### config.mk
export PLATFORM = sky130hd
export DESIGN_NAME = mopshub_test_sequencer
export DESIGN_NICKNAME = d
export VERILOG_FILES = /design/src/rtl/mopshub_test_sequencer.sv
export SDC_FILE = /design/constraint.sdc
export NUM_CORES = 1
export LEC_CHECK = 0
export ABC_AREA = 1
export CAP_MARGIN = 20
export CORE_ASPECT_RATIO = 1.5
export CORE_UTILIZATION = 38
export DETAILED_ROUTE_END_ITERATION = 7
export GPL_TIMING_DRIVEN = 0
export PLACE_DENSITY = 0.58
export SLEW_MARGIN = 20
export SYNTH_ARGS = -nofsm -noshare
export SYNTH_HDL_FRONTEND = slang
export SYNTH_SLANG_ARGS = --single-unit
### constraint.sdc
create_clock -name clk_40_m -period 2.7 [get_ports clk_40_m]
set_input_delay 0.405 -clock clk_40_m [delete_from_list [all_inputs] [get_ports clk_40_m]]
set_output_delay 0.405 -clock clk_40_m [all_outputs]
set_load 0.1 [all_outputs]
### src/rtl/mopshub_test_sequencer.sv
// Test-phase sequencer for the 16-bus MOPSHUB testbench environment.
// Steps sign-on, RX, end-wait, gap, TX iterations and advanced phase, with a per-phase watchdog.
module mopshub_test_sequencer #(
    parameter int RUN_RX         = 1,
    parameter int GAP_CYCLES     = 120,
    parameter int MAX_TX_ITER    = 0,
    parameter int TIMEOUT_CYCLES = 200000,
    parameter int ITER_W         = 16
) (
    input  logic              clk_40_m,
    input  logic              rst,
    input  logic              enable,
    input  logic              adv_req,
    input  logic              sign_on_sig,
    input  logic              end_power_init,
    input  logic              test_rx_end,
    input  logic              test_tx_end,
    input  logic              test_advanced_end,
    output logic              test_rx,
    output logic              test_tx,
    output logic              test_advanced,
    output logic              endwait_all,
    output logic              osc_trim_clr,
    output logic [ITER_W-1:0] tx_iter_cnt,
    output logic              timeout_err,
    output logic              busy,
    output logic [2:0]        state_dbg
);

    typedef enum logic [2:0] {
        IDLE        = 3'd0,
        WAIT_SIGNON = 3'd1,
        RX          = 3'd2,
        ENDWAIT     = 3'd3,
        GAP         = 3'd4,
        TX          = 3'd5,
        ADV         = 3'd6,
        DONE        = 3'd7
    } state_t;

    localparam int                GAP_EFF    = (GAP_CYCLES < 1) ? 1 : GAP_CYCLES;
    localparam int                GAP_W      = (GAP_EFF > 1) ? $clog2(GAP_EFF) : 1;
    localparam logic [GAP_W-1:0]  GAP_LOAD   = GAP_W'(GAP_EFF - 1);
    localparam logic [17:0]       TIMEOUT_V  = 18'(TIMEOUT_CYCLES);
    localparam logic [ITER_W-1:0] MAX_ITER_V = ITER_W'(MAX_TX_ITER);
    localparam bit                LIMITED    = (MAX_TX_ITER != 0);

    // Handshake: a phase request (test_rx/test_tx/test_advanced) is a level held for the whole
    // phase; the environment answers with a one-cycle *_end pulse, which is only honoured while
    // the sequencer sits in the matching state. Strays in other states are dropped.

    state_t            state, next_state;
    logic [GAP_W-1:0]  gap_cnt;
    logic [17:0]       wdog_cnt;
    logic              epi_q;
    logic              wdog_hit, wdog_clr, wdog_run;
    logic              tx_inc, set_timeout, run_start;
    logic [ITER_W-1:0] tx_cnt_inc;
    logic              rx_d, tx_d, adv_d, endwait_d, busy_d;

    assign state_dbg  = state;
    assign wdog_hit   = ({1'b0, wdog_cnt} + 19'd1) >= {1'b0, TIMEOUT_V};
    assign wdog_run   = (state == RX) || (state == TX) || (state == ADV);
    assign tx_cnt_inc = (tx_iter_cnt == '1) ? tx_iter_cnt : tx_iter_cnt + ITER_W'(1);
    assign run_start  = (state == IDLE) && (next_state == WAIT_SIGNON);

    always_ff @(posedge clk_40_m) begin
        if (!rst) begin
            state         <= IDLE;
            gap_cnt       <= '0;
            wdog_cnt      <= '0;
            epi_q         <= 1'b0;
            osc_trim_clr  <= 1'b0;
            tx_iter_cnt   <= '0;
            timeout_err   <= 1'b0;
            test_rx       <= 1'b0;
            test_tx       <= 1'b0;
            test_advanced <= 1'b0;
            endwait_all   <= 1'b0;
            busy          <= 1'b0;
        end else begin
            state        <= next_state;
            epi_q        <= end_power_init;
            osc_trim_clr <= end_power_init & ~epi_q;

            if (next_state == GAP && state != GAP)
                gap_cnt <= GAP_LOAD;
            else if (state == GAP && gap_cnt != '0)
                gap_cnt <= gap_cnt - GAP_W'(1);

            if (wdog_clr)
                wdog_cnt <= '0;
            else if (wdog_run)
                wdog_cnt <= wdog_cnt + 18'd1;

            if (run_start) begin
                tx_iter_cnt <= '0;
                timeout_err <= 1'b0;
            end else begin
                if (tx_inc)
                    tx_iter_cnt <= tx_cnt_inc;
                if (set_timeout)
                    timeout_err <= 1'b1;
            end

            test_rx       <= rx_d;
            test_tx       <= tx_d;
            test_advanced <= adv_d;
            endwait_all   <= endwait_d;
            busy          <= busy_d;
        end
    end

    // enable low overrides everything, including a watchdog expiry in the same cycle.
    always_comb begin
        next_state  = state;
        tx_inc      = 1'b0;
        set_timeout = 1'b0;
        wdog_clr    = 1'b0;
        if (!enable) begin
            next_state = IDLE;
        end else begin
            case (state)
                IDLE:        next_state = WAIT_SIGNON;
                WAIT_SIGNON: if (sign_on_sig) next_state = (RUN_RX != 0) ? RX : TX;
                RX: begin
                    if (test_rx_end) begin
                        next_state = ENDWAIT;
                        wdog_clr   = 1'b1;
                    end else if (wdog_hit) begin
                        next_state  = DONE;
                        set_timeout = 1'b1;
                    end
                end
                ENDWAIT:     next_state = GAP;
                GAP:         if (gap_cnt == '0) next_state = TX;
                TX: begin
                    if (test_tx_end) begin
                        tx_inc   = 1'b1;
                        wdog_clr = 1'b1;
                        if (LIMITED && tx_cnt_inc == MAX_ITER_V)
                            next_state = adv_req ? ADV : DONE;
                    end else if (wdog_hit) begin
                        next_state  = DONE;
                        set_timeout = 1'b1;
                    end
                end
                ADV: begin
                    if (test_advanced_end) begin
                        next_state = DONE;
                        wdog_clr   = 1'b1;
                    end else if (wdog_hit) begin
                        next_state  = DONE;
                        set_timeout = 1'b1;
                    end
                end
                DONE:        next_state = DONE;
                default:     next_state = IDLE;
            endcase
        end
        if (next_state != state)
            wdog_clr = 1'b1;
    end

    // Outputs are decoded from next_state and registered, so they line up with state_dbg.
    always_comb begin
        rx_d      = (next_state == RX);
        tx_d      = (next_state == TX);
        adv_d     = (next_state == ADV);
        endwait_d = (next_state == ENDWAIT);
        busy_d    = (next_state != IDLE) && (next_state != DONE);
    end

endmodule

==> results.ini <==
[logic_synthesis]
synth_cell_types = 31
synth_area_leaders = dfxtp_1 (35%), nand2_1 (13%), nor2_1 (8.6%)
yosys_most_used_dff = dfxtp_1
yosys_warnings = 0
ys_ff_latch = 52
netlist_top_cells_count = nand2_1 (105), nor2_1 (69), inv_1 (54)
synth_edf_count = 0
synth.largest_area_cell = dfxtp_1
mappedNetlistArea_um2 = 3015
synth_top_area_share_pct = 34.52
synth.most_common_cell = nand2_1
ys_seq_area_share_pct = 34.52
synth-async-reset-ratio_pct = 0
postSynthAreaPerCell_um2 = 6.716
synth_nets = 462
synth_cells = 449

[sta]
setup_slack_ns = 0.2493
fin_skew_ns = 0.004735
finalCritPeriodShare_pct = 90.77
hold_slack_ns = 0.3885
maxSlewHeadroom_pct = 34.80
finalMaxSlewViolations = 0
setup-violations-final = 0
worstMarginPinSlew_ns = 0.9750
finalCriticalPeriod_ns = 2.451
clock.fmax_ghz = 0.4080
finalHoldViolations = 0

[detailed_routing]
post_drt_wl_per_cell_um = 11.56
wl_met3_um = 174
route.met2.wl_um = 3494
drc_errors = 0
highest_layer = met4
met1Wirelength_um = 3124
antenna_left = 0
drt-total-wl_um = 6892
via_per_inst = 4.743
drt_iter0_drc = 100
dr.pass1.iters = 4
vias = 2827

[floorplan]
io_pins = 35
initial_utilization_pct = 39.36
dieWidth_um = 74.74
die-area_um2 = 8303
chipHeight_um = 111.1
row_count = 39
core_um2 = 7661

[setup_path]
cpMaxStageDelayCell = dfxtp_2
cpPeakStageDelay_ns = 0.37
crit_chain = ha_4 -> inv_1 -> nor2_4 -> nand2_1 -> nor2_2 -> nand3_1 -> nand2_1 -> nand2_1 -> nor2_1 -> nand2_1 -> nand2_4 -> nand2_1 -> nand2_1 -> nand4_1 -> nand2_1 -> inv_1 -> nand2_4 -> clkbuf_16 -> nor2_4
cp_max_fo = 5
path_class = reg -> reg
crit_path_frequent_cell = nand2_1
r2r-start = wdog_cnt[1]$_SDFFE_PP0P_
path_buf_inv = 3
cp_data_required_time_ns = 2.87
critical_path.startpoint_type = flop
cp_top_family = simple AND/OR/NAND/NOR gates
critical_path_arrival_ns = 2.63
end_kind = flop
critPathLaunch = wdog_cnt[1]$_SDFFE_PP0P_

[grt]
grt_pass1_vias = 2753
grt_max_degree = 17
grt_use_total_pct = 18.16
overflow = 0
antenna_found_initial = 0
grt_pass1_wl_um = 11970

[power_and_ir_drop]
vdd_drop_max_mv = 0.2795
power_density_nw_per_um2 = 484.6
cellLeakagePower_nw = 1.475

[clock_tree]
cts_max_level = 2
cts.sinks = 52
hold_buffers = 0
root_buffer = clkbuf_16
cts_tree = built
clk_path_buf_depth = 2
cts.clk_slew.worst_paths_ns = 0.07
numCtsBuffers = 5
clk_latency_ns = 0.29

[finish]
n_antenna_cell = 0
nFillCells = 816
nets = 506
layout-drive-gt1-share_pct = 14.57
area_delta_synth_final_pct = 26.56

[placed_design]
hpwl_um = 5193
dpl_worst_slack_ns = -0.1965
port_buffers = 32
place.gp.congestion = 0.8405

[hold_path]
hp-start = epi_q$_SDFF_PN0_
hp-class = reg -> reg

[flow_run]
drv_cap = 0

[outcome]
status = finished clean

[final timing paths]
| kind | end | slack, ns | depth (start not counted) |
|---|---|---|---|
| max | wdog_cnt[10]$_SDFFE_PP0P_ | 0.25 | 19 |
| min | osc_trim_clr$_SDFF_PN0_ | 0.39 | 1 |
| max reg2reg | wdog_cnt[10]$_SDFFE_PP0P_ | 0.25 | 19 |
| min reg2reg | osc_trim_clr$_SDFF_PN0_ | 0.39 | 1 |
[power by group]
group	switching [mW]	internal, mW	leakage (nW)
combinational	0.0983	0.0540	0.946
clock	0.295	0.625	0.104
sequential	0.00444	0.772	0.426
total	0.398	1.45	1.48
[sequential cells by signal, indices dropped and copies added (netlist names)]
name,count
wdog_cnt,18
tx_iter_cnt,16
gap_cnt,7
state_dbg,3
busy,1
endwait_all,1
epi_q,1
osc_trim_clr,1
test_advanced,1
test_rx,1
test_tx,1
timeout_err,1
[layout by cell type (no fill, tap or decap), types with 3 or more instances in the layout]
master           synthesis  layout
clkbuf_16                0       6
nor2_2                  12      11
nand2_1                105     105
clkbuf_1                 4       4
clkdlybuf4s50_1          0      32
a21oi_1                 16      16
o21ai_0                 21      21
nor2_1                  69      68
nand2_4                  2       3
buf_4                    2       5
dfxtp_1                 52      41
xor2_1                  10      10
bufinv_16                0       3
dfxtp_2                  0      10
nand2_2                 11      10
nand3_1                 26      25
nor2_4                  11      13
ha_1                     4       3
inv_1                   54      54
nor3_1                  11      11
nand3b_1                 3       3
nand4_1                 13      13
xnor2_1                  7       7
[stage by stage]
step | cell area, um2 | power, mW | TNS, ns | std cells | utilization, %
after floorplan | 3027 | 0.8986 | 0 | 449 | -
after global placement | 3475 | 0.9332 | -1.816 | 583 | 45.35
after detailed placement | 3475 | 0.9336 | -2.617 | 583 | 45.35
after CTS | 3699 | 1.860 | 0 | 591 | 48.28
after global routing | 3816 | 1.908 | -0.001317 | 596 | 49.81
final | 3816 | 1.849 | 0 | 596 | 49.81
[repair_timing]
action / 4_1_cts / 5_1_grt
pin swaps: 0 / 3
endpoints found under the setup margin: 24 / 42
gates resized for setup: 2 / 11
gates cloned: 0 / 1
buffers inserted: 0 / 4
[cell type report]
| class | instances | area (um2) | share of cell area (%) |
|---|---|---|---|
| Buffer | 8 | 55.05 | 1.443 |
| Clock buffer | 5 | 125.1 | 3.279 |
| Clock inverter | 3 | 90.09 | 2.361 |
| Inverter | 56 | 214.0 | 5.607 |
| Multi-Input combinational cell | 333 | 1759 | 46.10 |
| Sequential cell | 52 | 1057 | 27.70 |
| Tap cell | 102 | 127.6 | 3.344 |
| Timing Repair Buffer | 37 | 387.9 | 10.16 |
[kinds of logic (layout without fill, tap and decap cells)]
kind of cell               after synthesis  count (layout)  share of synthesized area [%]
and+or+nand+nor                        267             267                          41.78
buffers and inverters                   64             109                          8.796
DFF                                     52              52                          34.52
AOI/OAI and AO/OA                       44              44                          7.967
xor gates and xnor gates                17              17                          4.938
adders and majority gates                4               4                          1.660
muxes                                    1               1                         0.3320
[routing by layer]
metal,up-vias,track usage [%]
li1,1515,-
met1,1273,21.13
met2,33,32.13
met3,6,3.364
met4,0,6.038
met5,-,0
Note: power is estimated with default switching activity, not from simulation.
